--- src/rtl/counter_days.sv ---
// Purpose : day-of-month BCD counter (01..N) driven by the hours-counter day carry, with BCD load and 7-seg outputs.
// Latency : day digits update one clk after a tick/load edge; cm is combinational in the cd_in cycle; seg_* follow day_* combinationally.
// Backpres: none; a load in the same cycle as cd_in takes precedence and the tick is dropped (no advance, no cm).
//
// Ports:
//   clk, reset              system clock, synchronous active-high reset (highest priority)
//   cd_in                   day tick from the hours counter
//   month[3:0], year[6:0]   current month (1..12, others = 31 days) and year in century (0..99)
//   set_en, set_ten, set_unit  BCD load request and value
//   day_ten, day_unit       BCD day
//   cm                      month carry to the months counter
//   set_err                 one-cycle pulse after a rejected load
//   seg_ten, seg_unit       7-segment patterns of the day digits
//
// Optional feature macro: LEAP_YEAR_EN (February has 29 days when year%4==0; year 00 is leap).

module Led7thanh (
    input  logic [3:0] bcd,
    output logic [6:0] seg
);
    // Active-low segments ordered {g,f,e,d,c,b,a}; non-BCD codes blank the digit.
    always_comb begin
        seg = 7'b1111111;
        case (bcd)
            4'd0: seg = 7'b1000000;
            4'd1: seg = 7'b1111001;
            4'd2: seg = 7'b0100100;
            4'd3: seg = 7'b0110000;
            4'd4: seg = 7'b0011001;
            4'd5: seg = 7'b0010010;
            4'd6: seg = 7'b0000010;
            4'd7: seg = 7'b1111000;
            4'd8: seg = 7'b0000000;
            4'd9: seg = 7'b0010000;
            default: seg = 7'b1111111;
        endcase
    end
endmodule

module counter_days #(
    parameter int RESET_DAY = 1
) (
    input  logic       clk,
    input  logic       reset,
    input  logic       cd_in,
    input  logic [3:0] month,
    input  logic [6:0] year,
    input  logic       set_en,
    input  logic [3:0] set_unit,
    input  logic [3:0] set_ten,
    output logic [3:0] day_unit,
    output logic [3:0] day_ten,
    output logic       cm,
    output logic       set_err,
    output logic [6:0] seg_unit,
    output logic [6:0] seg_ten
);
    localparam logic [3:0] RST_TEN  = 4'(RESET_DAY / 10);
    localparam logic [3:0] RST_UNIT = 4'(RESET_DAY % 10);

    logic [3:0] day_ten_q, day_ten_d;
    logic [3:0] day_unit_q, day_unit_d;
    logic       set_err_q, set_err_d;

    logic       leap;
    logic [4:0] month_len;
    logic [7:0] day_val;
    logic [7:0] set_val;
    logic       last;
    logic       set_ok;
    logic       unused_year;

`ifdef LEAP_YEAR_EN
    // year is binary 0..99, so year%4 is just the two low bits; 00 counts as leap (2000).
    assign leap = (year[1:0] == 2'b00);
`else
    assign leap = 1'b0;
`endif
    assign unused_year = ^year;

    always_comb begin
        month_len = 5'd31;
        case (month)
            4'd4, 4'd6, 4'd9, 4'd11: month_len = 5'd30;
            4'd2:                    month_len = leap ? 5'd29 : 5'd28;
            default:                 month_len = 5'd31;
        endcase
    end

    assign day_val = ({4'd0, day_ten_q} * 8'd10) + {4'd0, day_unit_q};
    assign set_val = ({4'd0, set_ten} * 8'd10) + {4'd0, set_unit};

    // >= rather than == so a day left over-range by a month change still wraps on the next tick.
    assign last = (day_val >= {3'd0, month_len});

    assign set_ok = (set_unit <= 4'd9) && (set_ten <= 4'd3) &&
                    (set_val != 8'd0) && (set_val <= {3'd0, month_len});

    always_comb begin
        day_ten_d  = day_ten_q;
        day_unit_d = day_unit_q;
        set_err_d  = 1'b0;
        if (set_en) begin
            if (set_ok) begin
                day_ten_d  = set_ten;
                day_unit_d = set_unit;
            end else begin
                set_err_d  = 1'b1;
            end
        end else if (cd_in) begin
            if (last) begin
                day_ten_d  = 4'd0;
                day_unit_d = 4'd1;
            end else if (day_unit_q == 4'd9) begin
                day_ten_d  = day_ten_q + 4'd1;
                day_unit_d = 4'd0;
            end else begin
                day_unit_d = day_unit_q + 4'd1;
            end
        end
    end

    always_ff @(posedge clk) begin
        if (reset) begin
            day_ten_q  <= RST_TEN;
            day_unit_q <= RST_UNIT;
            set_err_q  <= 1'b0;
        end else begin
            day_ten_q  <= day_ten_d;
            day_unit_q <= day_unit_d;
            set_err_q  <= set_err_d;
        end
    end

    assign cm       = cd_in & last & ~set_en & ~reset;
    assign day_ten  = day_ten_q;
    assign day_unit = day_unit_q;
    assign set_err  = set_err_q;

    Led7thanh u_seg_unit (
        .bcd (day_unit_q),
        .seg (seg_unit)
    );

    Led7thanh u_seg_ten (
        .bcd (day_ten_q),
        .seg (seg_ten)
    );
endmodule

--- config.mk ---
export PLATFORM = sky130hd
export DESIGN_NAME = counter_days
export DESIGN_NICKNAME = d
export VERILOG_FILES = /design/src/rtl/counter_days.sv
export SDC_FILE = /design/constraint.sdc
export NUM_CORES = 1
export LEC_CHECK = 0
export ABC_AREA = 1
export CORE_ASPECT_RATIO = 1.1
export CORE_MARGIN = 2
export CORE_UTILIZATION = 35
export DETAILED_ROUTE_END_ITERATION = 8
export PLACE_DENSITY = 0.7
export RECOVER_POWER = 25
export SLEW_MARGIN = 15
export SYNTH_ARGS = -nofsm -noshare
export SYNTH_HDL_FRONTEND = slang
export SYNTH_SLANG_ARGS = --single-unit
--- constraint.sdc ---
create_clock -name clk -period 5.6 [get_ports clk]
set_input_delay 1.12 -clock clk [delete_from_list [all_inputs] [get_ports clk]]
set_output_delay 1.12 -clock clk [all_outputs]
set_load 0.1 [all_outputs]
# After elaboration in Yosys (flattened, before gate mapping)
# Memory sizes are Yosys's and may differ from the RTL's. A register that Yosys moved wholly into a read port is not among the register bits.
# Cells that the tools add are included.
# Widths: inputs -> output; s select.
[totals]
mem_bits_ro = 224
inputBits = 23
output_inout_bits = 24
mem_count = 2
elab_cells = 53
register_bits = 9
[op_classes]
n_eq_ne = 7
magnitude_cmp = 4
n_mux = 16
n_reduce_logical = 10
multipliers = 2
add_sub_neg = 4
n_bitwise = 5
[mem_list]
columns = ["name", "depth", "width", "read_ports", "rd_ports_with_merged_regs", "wr", "line", "text"]
rows = [
  ["(no name shown)", 16, 7, 1, 1, 0, "24", "case (bcd)"],
  ["(no name shown)", 16, 7, 1, 1, 0, "24", ""],
]
[ops]
columns = ["cell", "n"]
rows = [
  ["$mux 4", 14],
  ["$add 8x4->8", 2],
  ["$mul 4x3->7 const B", 2],
  ["$eq 4x4->1 const B", 3],
  ["$add 4x1->4 const B", 2],
  ["$eq 4x3->1 const B", 2],
  ["$ge 8x5->1", 1],
  ["$le 8x5->1", 1],
  ["$reduce_bool 8->1", 1],
  ["$eq 4x2->1 const B", 1],
  ["$le 4x2->1 const B", 1],
  ["$le 4x4->1 const B", 1],
  ["$pmux 2 s2", 1],
  ["$reduce_or 4->1", 1],
  ["$and 1x1->1", 3],
  ["$logic_and 1x1->1", 3],
  ["$reduce_and 3->1", 1],
  ["$reduce_bool 3->1", 1],
  ["$ne 2x1->1 const B", 1],
  ["$not 1->1", 2],
  ["$reduce_and 2->1", 1],
  ["$reduce_bool 2->1", 1],
  ["$reduce_or 2->1", 1],
  ["$mux 1", 1],
]

# Logic depth before layout (Yosys ltp)
# Gate-level depths: netlist (run 1).
[logic_depth]
word_depth = 9
depth_mapped = 21
depth_no_buf = 21

# Hierarchy
# From an unflattened synthesis (run 1), not the netlist that was laid out.
[unflattened]
cells_unflattened = 290
hier_area_um2 = 1795.5
[by_module_without_submodules]
columns = ["mod", "seq_area_each_um2", "cells_each", "instances", "area_each_um2"]
rows = [
  ["counter_days", 180.2, 220, 1, 1420.1],
  ["Led7thanh", 0.0, 35, 2, 187.7],
]

# Least setup slack after synthesis (run 1)
# OpenSTA, ideal clock, no wires.
[synth_timing]
kind = "register to output"
from = "reg day_ten_q[3] (netlist: day_ten[3])"
to = "out cm"
path_buffers = 0
path_slack_ns = -0.154
path_stages_with_launch = 13
t_arrival_ns = 4.634
t_required_ns = 4.480
path_cell_list = "dfxtp_1 ha_1 ha_1 fa_1 inv_1 nand2_2 nand2_2 nand2_1 nand2_1 nand2_1 o21ai_1 nor2_4 nor3_1"
[synth_via]
elab_chain_cells = 6
[synth_rtl]
columns = ["item", "line", "text"]
rows = [
  ["start, declared", "61", "logic [3:0] day_ten_q, day_ten_d;"],
  ["start signal, assigned", "129", "day_ten_q <= day_ten_d;"],
  ["$mul 4x3->7", "90", "assign day_val = ({4'd0, day_ten_q} * 8'd10) + {4'd0, day_unit_q};"],
  ["$add 8x4->8", "90", ""],
  ["$ge 8x5->1", "94", "assign last = (day_val >= {3'd0, month_len});"],
  ["$and 1x1->1 (3 in series)", "135", "assign cm = cd_in & last & ~set_en & ~reset;"],
  ["end, declared", "53", "output logic cm,"],
]
# Every way passes these cells.

# Final worst setup path (run 1)
[layout_timing]
from = "in month[0]"
to = "out cm"
[layout_via]
elab_chain_cells = 7
word_cells_on_any_way = 11
classes_between = "order compare: 1; eq/ne: 5; mux: 1; bitwise: 3; reduce/logical: 1"
[layout_rtl]
columns = ["item", "line", "text"]
rows = [
  ["start, declared", "46", "input logic [3:0] month,"],
  ["$eq 4x3->1 / $eq 4x4->1 (equally long branches)", "83", "case (month)"],
  ["$reduce_or 4->1", "83", ""],
  ["$pmux 2 s2 *", "83", ""],
  ["$ge 8x5->1 *", "94", ""],
  ["$and 1x1->1 * (3 in series)", "135", ""],
]
# Every way passes the cells marked *; elsewhere a longest branch is shown, timed or not.

==> flow_metrics.tcl, run 1 <==
set metrics [dict create \
    power_density_nw_per_um2 273 \
    first_pass_iters 4 \
    fin_setup_tns_ns 0 \
    rows 29 \
    synth_edf_count 0 \
    portBuffers 39 \
    fin_crit_ns 4.36 \
    max_slew_margin 0.342 \
    die_area_um2 6740 \
    drc 0 \
    ys_types 32 \
    vias 1991 \
    clkLatencyLatePin_ns 0.26 \
    drtIter0Drc 86 \
    async_reset_ff_frac 0 \
    cts.sinks 23 \
    htreeDepth 1 \
    fin_nets 403 \
    ios 47 \
    groute.layer.met2.usage 0.263 \
    numCtsBuffers 3 \
    hpwl_um 3730 \
    overflow 0 \
    routed_wl_um 4390 \
    core_area_um2 5840 \
    syn_nets 362 \
    setup_violations 0 \
    cts_buffer_depth 2 \
    r2r_slack_ns 2.19 \
    netlist_instances 307 \
    final_cells 424 \
    ir_drop_v 0.000229 \
    seq_area_frac_synth 0.216 \
    finalCritPeriodShare 0.779 \
    drive_gt1_frac 0.115 \
    grt_antenna_before_repair 0 \
    worst_pin_slew_ns 0.985 \
    critical_path_arrival_ns 3.24 \
    cts_root_buffer "clkbuf_8" \
    cts_tree "built" \
    fin_worst_skew_ns 0.00454 \
    critical_path_peak_fanout 6 \
    outcome "complete, no violations" \
    wl_per_cell_um 10.4 \
    gp_congestion 0.824 \
    yosys_most_used_dff "dfxtp_1" \
    slew_violations 0 \
    ys_ff_latch 23 \
    crit_type "in -> out" \
    cts-resized-gates 0 \
    synth_top_area_cell "dfxtp_1" \
    synth.most_common_cell "nand2_1" \
    hold_path_class "reg -> reg" \
    final_util 0.454 \
    max-cap-violations 0 \
    vias_per_cell 4.70 \
    cts_setup_buffers 0 \
    grt_pass1_wl_um 8070 \
    clk_pin_slew_ns 0.08 \
    grt_pass1_vias 1948 \
    placed_cells 420 \
    hold_buffers 0 \
    initial_core_util 0.365 \
    hold_viol_final 0 \
    rsz0062_at_grt "false" \
    crit_required_ns 4.48 \
    syn_area_per_cell_um2 6.95 \
    grtUsageTotal 0.144 \
    worstSetupStartpointType "primary input" \
    synth.top_cell.area_share 0.216 \
    grtUsageMet1 0.178 \
    die_w_um 78.5 \
    n_fill_cell 595 \
    grt_max_degree 14 \
    setup.worst_path.end_class "output pin" \
    n_antenna_cell 0 \
    grtUsageMet3 0.0221 \
    syn_area_um2 2130 \
    area_growth_pct 24.2 \
    synth_warnings 0 \
    p_leak_nw 1.45 \
    die_h_um 85.9 \
    holdWs_ns 0.711 \
    synth_top_cells_by_count "nand2_1 (82), inv_1 (46), nand3_1 (32)" \
    postRouteAntennaNets 0 \
    fmax_mhz 229 \
    grt.busiest_layer "met2" \
    yosys-top-cells-area "dfxtp_1 (22%), ha_1 (16%), nand2_1 (14%), inv_1 (8.1%), nand3_1 (7.5%)" \
]
sequential cells by signal, summed over array words and instances (netlist names):
register        count
day_ten             4
u_seg_ten.seg       7
set_err             1
u_seg_unit.seg      7
day_unit            4
per-stage QoR:
step	cell area, µm²	power (mW)	setup slack (ns)
after floorplan	2140	0.542	0.714
after global placement	2610	0.630	1.16
after detailed placement	2610	0.636	1.13
after CTS	2650	0.738	1.22
after global routing	2650	0.780	1.08
final	2650	0.725	1.24
logic make-up (layout without fill, tap and decap cells):
logic type               count (synthesis)  count (layout)  synth area share
AO/OA/AOI/OAI                           15              15            0.0410
flip-flops                              23              23             0.216
buffers and inverters                   52              92            0.0956
adder cells (fa/ha/maj)                 32              32             0.202
XOR/XNOR                                 4               4            0.0164
AND/OR/NAND/NOR                        181             181             0.430
worst max-delay path: stages:
cell	delay, ns
clkdlybuf4s50_1	0.41
or2_2	0.30
o221ai_1	0.23
ha_1	0.28
o21ai_0	0.16
nand2_1	0.07
nand2_1	0.08
o21ai_1	0.11
nor2_4	0.18
nor3_2	0.06
buf_4	0.23
area by class of cell:
cell class,instances,area (µm²),area share
Clock buffer,4,45.0,0.0170
Inverter,49,186,0.0703
Multi-Input combinational cell,232,1480,0.556
Sequential cell,23,460,0.174
Tap cell,77,96.3,0.0363
Timing Repair Buffer,39,388,0.146
worst paths after layout:
check / cells past startpoint / startpoint / to
max: 11 / month[0] / cm
min: 4 / day_unit[0] / day_unit[0]
min reg2reg: 4 / day_unit[0] / day_unit[0]
max reg2reg: 20 / day_ten[1] / u_seg_ten.seg[3]
routing by layer:
layer / vias up / routed length [µm]
met5: - / 0
met4: 0 / 19
met3: 2 / 128
met2: 33 / 2230
met1: 894 / 2020
li1: 1062 / -
cell usage in the layout, fill, tap and decap left out, types with 2 or more instances in the layout:
master and n:
nand2_1 82, inv_1 46, nand3_1 32, ha_1 28, clkdlybuf4s50_1 27, dfxtp_1 23
nor2_1 20, nand2_2 13, dlygate4sd3_1 11, nand4_1 9, o21ai_0 5, nand3_2 4
a21oi_1 4, fa_1 4, nor2_4 3, nor3_1 3, nand2_4 3, or2_2 3
xor2_1 3, clkbuf_8 3, o21ai_1 2, nor2_2 2, inv_2 2, nand3b_1 2
nand3_4 2
report_power, final:
part	total (mW)	internal, mW	switching (mW)
clock	0.0994	0.0507	0.0487
sequential	0.203	0.188	0.0153
combinational	0.422	0.112	0.311
total	0.725	0.350	0.375
Power figures use the tool's default switching activity.
==> run 2, diff against run 1 <==
clock period = 4.1 ns   (was 5.6 ns; I/O delays follow)
==> flow_metrics.tcl, run 2 (same netlist as run 1, synthesis figures left out) <==
set metrics [dict create \
    outcome "complete, no violations" \
    gp_congestion 0.909 \
    place_area_um2 2670 \
    overflow 0 \
    die_w_um 78.5 \
    reg2reg_to "u_seg_ten.seg[3]" \
    final_cell_mix "nand2_1 (82), inv_1 (46), nand3_1 (32), ha_1 (28), clkdlybuf4s50_1 (27)" \
    drc 0 \
    r2r_slack_ns 0.92 \
    worst_pin_slew_ns 0.986 \
    hold_viol_final 0 \
    first_pass_iters 7 \
    initial_core_util 0.365 \
    worstSetupStartpointType "primary input" \
    grt_max_degree 14 \
    portBuffers 39 \
    final_cells 429 \
    cp_num_buf_inv 2 \
    cts_buffer_depth 2 \
    holdWs_ns 0.705 \
    vias_per_cell 4.72 \
    design_area_um2 2710 \
    worst-path-stages 19 \
    fin_worst_skew_ns 0.00266 \
    cp_slowest_cell "fa_1" \
    grt_pass1_vias 2043 \
    grt_pass1_wl_um 8590 \
    setup.worst_path.end_class "flop" \
    fin_nets 408 \
    power_mw 0.999 \
    hpwl_um 3780 \
    hold_path_class "reg -> reg" \
    setup_violations 0 \
    wl_per_cell_um 10.5 \
    mostFrequentLayoutCell "nand2_1" \
    finalCritPeriodShare 0.920 \
    fmax_mhz 265 \
    fin_crit_ns 3.77 \
    cts_setup_buffers 0 \
    clk_pin_slew_ns 0.08 \
    rows 29 \
    area_growth_pct 27.0 \
    postRouteAntennaNets 0 \
    n_fill_cell 619 \
    cts_root_buffer "clkbuf_8" \
    ios 47 \
    grt_antenna_before_repair 0 \
    grtUsageTotal 0.152 \
    power_density_nw_per_um2 369 \
    critical_path_arrival_ns 3.93 \
    clkLatencyLatePin_ns 0.26 \
    critical_path_peak_fanout 6 \
    vias 2025 \
    max-cap-violations 0 \
    drtIter0Drc 89 \
    min_to "day_unit[0]" \
    path_cells "clkdlybuf4s50_1, ha_1, ha_1, fa_1, nor2_1, nor2_1, nor2_1, nor2_2, nand3_2, nand2_2, nand2_4, nand2_1, nand2_1, nor2_2, ha_1, inv_1, nand4_1, nand3_1, nand2_1" \
    numCtsBuffers 3 \
    slew_violations 0 \
    n_antenna_cell 0 \
    p_leak_nw 1.47 \
    htreeDepth 1 \
    critPathTopFamily "simple AND/OR/NAND/NOR gates" \
    multiInputGateArea_um2 1480 \
    hold_buffers 0 \
    rsz0062_at_grt "false" \
    drive_gt1_frac 0.134 \
    core_area_um2 5840 \
    placed_cells 425 \
    register_area_um2 463 \
    max_slew_margin 0.340 \
    routed_wl_um 4500 \
    min_path_cells 4 \
    cts.sinks 23 \
    rr_startpoint "day_ten[1]" \
    crit_type "in -> reg" \
    cpPeakStageDelay_ns 0.52 \
    hold_path.startpoint "day_unit[0]" \
    die_area_um2 6740 \
    die_h_um 85.9 \
    fin_setup_tns_ns 0 \
    cts_tree "built" \
    ff2ff_path_depth 20 \
    crit_required_ns 4.26 \
    ir_drop_v 0.000325 \
    cts-resized-gates 0 \
]
[run 2: cell type report]
class | count | share of cell area
multi-input cells | 232 | 0.547
flip-flops and latches | 23 | 0.171
repair buffers | 44 | 0.162
inverters | 49 | 0.0688
well taps | 77 | 0.0355
clock buffers | 4 | 0.0166
[run 2: per-stage QoR]
stage / utilization / worst slack (ns)
global placement: 0.456 / 0.141
CTS: 0.464 / 0.315
floorplan: - / 0.163
finish: 0.464 / 0.328
global route: 0.464 / 0.0525
detailed placement: 0.456 / 0.0912
[run 2: worst reg2reg max path: cells and delay by family, from the launching register on]
family / cells / cell delay [ns]
adder cells (fa/ha/maj): 4 / 1.26
AND/OR/NAND/NOR: 13 / 1.24
flip-flops: 1 / 0.37
buffers and inverters: 3 / 0.20
[run 2: worst max path at each step]
stage	end	startpoint
6_report	u_seg_ten.seg[3]	set_ten[3]
5_1_grt	u_seg_ten.seg[3]	set_ten[1]
4_1_cts	cm	month[0]
3_5_place_dp	u_seg_ten.seg[3]	set_ten[3]
3_3_place_gp	u_seg_ten.seg[3]	set_ten[1]
2_1_floorplan	cm	day_ten[2]
[run 2: layer usage]
metal | share of wire | track usage | up-vias
met5 | 0 | 0 | -
met4 | 0.0093 | 0.0159 | 0
met2 | 0.50 | 0.290 | 38
met3 | 0.031 | 0.0337 | 8
met1 | 0.46 | 0.179 | 910
li1 | - | - | 1069
[run 2: power by group]
group	leakage (nW)	switching, mW	internal (mW)
Combinational	1.26	0.428	0.157
Sequential	0.192	0.0208	0.257
Clock	0.0228	0.0666	0.0691
Total	1.47	0.515	0.484
==> run 3, diff against run 2 <==
CORE_UTILIZATION = 51   (was 35)
CTS_CLUSTER_SIZE = 40   (was unset)
GPL_ROUTABILITY_DRIVEN = 0   (was unset)
PLACE_DENSITY = 0.91   (was 0.7)
==> flow_metrics.tcl, run 3 (same netlist as run 1, synthesis figures left out) <==
set metrics [dict create \
    placed_cells 398 \
    cpPeakStageDelay_ns 0.52 \
    grtUsageTotal 0.215 \
    numCtsBuffers 3 \
    area_growth_pct 24.8 \
    power_density_nw_per_um2 375 \
    cts_setup_buffers 0 \
    die_area_um2 4720 \
    fin_crit_ns 3.79 \
    critical_path_arrival_ns 3.95 \
    rows 24 \
    hold_viol_final 0 \
    hpwl_um 3700 \
    p_switching_mw 0.518 \
    clk_pin_slew_ns 0.08 \
    vias_per_cell 5.22 \
    max_slew_margin 0.343 \
    setup_violations 0 \
    grt_pass1_wl_um 8230 \
    grt_max_degree 14 \
    power_mw 1.00 \
    worst_pin_slew_ns 0.982 \
    slew_violations 0 \
    cp_num_buf_inv 2 \
    portBuffers 39 \
    cts_root_buffer "clkbuf_8" \
    clkLatencyLatePin_ns 0.26 \
    drtIter0Drc 96 \
    final_cells 402 \
    cts.sinks 23 \
    critPathTopFamily "simple AND/OR/NAND/NOR gates" \
    switching_share 0.518 \
    htreeDepth 1 \
    internal-power_mw 0.482 \
    ir_drop_v 0.000230 \
    setup.worst_path.end_class "flop" \
    finalCritPeriodShare 0.924 \
    postRouteAntennaNets 0 \
    path_cells "clkdlybuf4s50_1, ha_1, ha_1, fa_1, nor2_1, nor2_1, nor2_1, nor2_2, nand3_2, nand2_2, nand2_4, nand2_1, nand2_1, nor2_2, ha_1, inv_1, nand4_1, nand3_1, nand2_1" \
    ios 47 \
    routed_wl_um 4540 \
    rsz0062_at_grt "false" \
    final_cell_mix "nand2_1 (82), inv_1 (46), nand3_1 (32), ha_1 (28), clkdlybuf4s50_1 (27)" \
    clkPwrFrac 0.137 \
    critical_path_peak_fanout 6 \
    cp_slowest_cell "clkdlybuf4s50_1" \
    fin_worst_skew_ns 0.00511 \
    vias 2100 \
    cts_buffer_depth 2 \
    fmax_mhz 264 \
    hold_path_class "reg -> reg" \
    die_w_um 65.7 \
    power_frac_seq 0.278 \
    worstSetupStartpointType "primary input" \
    max-cap-violations 0 \
    pwr-share-comb 0.585 \
    first_pass_iters 5 \
    overflow 0 \
    grt_pass1_vias 2032 \
    outcome "complete, no violations" \
    grt_antenna_before_repair 0 \
    drive_gt1_frac 0.129 \
    hold_buffers 0 \
    crit_type "in -> reg" \
    cts-resized-gates 0 \
    p_leak_nw 1.47 \
    die_h_um 71.9 \
    drc 0 \
    fin_setup_tns_ns 0 \
    cts_tree "built" \
    initial_core_util 0.534 \
    core_area_um2 3990 \
    mostFrequentLayoutCell "nand2_1" \
    wl_per_cell_um 11.3 \
    fin_nets 406 \
    n_antenna_cell 0 \
    crit_required_ns 4.27 \
]
run 3: cell types whose count changed in the layout (fill, tap and decap cells not counted), sizes merged:
| cell | change |
|---|---|
| buf | -2 |
run 3: worst paths after layout:
path / cells past startpoint / slack (ns) / from / to
worst min register to register: 4 / 0.71 / day_unit[0] / day_unit[0]
worst max register to register: 20 / 0.92 / day_ten[1] / u_seg_ten.seg[3]
worst min-delay path: 4 / 0.71 / day_unit[0] / day_unit[0]
worst max-delay path: 19 / 0.31 / set_ten[3] / u_seg_ten.seg[3]
run 3: cell type report:
class / count / area (µm²)
flip-flops and latches: 23 / 463
multi-input cells: 232 / 1480
inverters: 49 / 186
clock buffers: 4 / 45.0
well taps: 52 / 65.1
repair buffers: 42 / 423
fillers: 313 / 1330
run 3: stage by stage:
step | setup slack [ns] | hold slack [ns] | utilization | area [µm²]
after CTS | 0.324 | 0.710 | 0.667 | 2660
final | 0.311 | 0.714 | 0.667 | 2660
after global routing | 0.0455 | 0.799 | 0.667 | 2660
after floorplan | 0.163 | 0.892 | - | 2150
after global placement | 0.130 | 0.700 | 0.656 | 2620
after detailed placement | 0.0750 | 0.696 | 0.656 | 2620
run 3: power by group through the flow:
stage               Clock (mW)  Combinational [mW]  Sequential [mW]
CTS                      0.140               0.593            0.279
global placement             0               0.578            0.283
floorplan                    0               0.220            0.522
detailed placement           0               0.590            0.284
finish                   0.137               0.585            0.278
global route             0.148               0.633            0.282
run 3: routing by layer:
layer / vias to the layer above / share of wire / track usage
li1: 1072 / - / -
met2: 58 / 0.53 / 0.387
met1: 962 / 0.41 / 0.255
met3: 8 / 0.045 / 0.0408
met4: 0 / 0.014 / 0.0671
met5: - / 0 / 0
run 3: worst register-to-register path: stages, from the launching register on:
cell and delay, ns:
dfxtp_2 0.37, ha_1 0.32, ha_1 0.20, fa_1 0.41, inv_1 0.09, nand2_2 0.06, nand2_2 0.08, nand3_2 0.07
nand2_2 0.07, nand2_1 0.09, nor2_4 0.15, nand4_4 0.12, nand2_4 0.12, inv_2 0.07, nand2_1 0.05, nand3_1 0.14
ha_1 0.33, inv_1 0.05, nand4_1 0.12, nand3_1 0.12, nand2_1 0.05
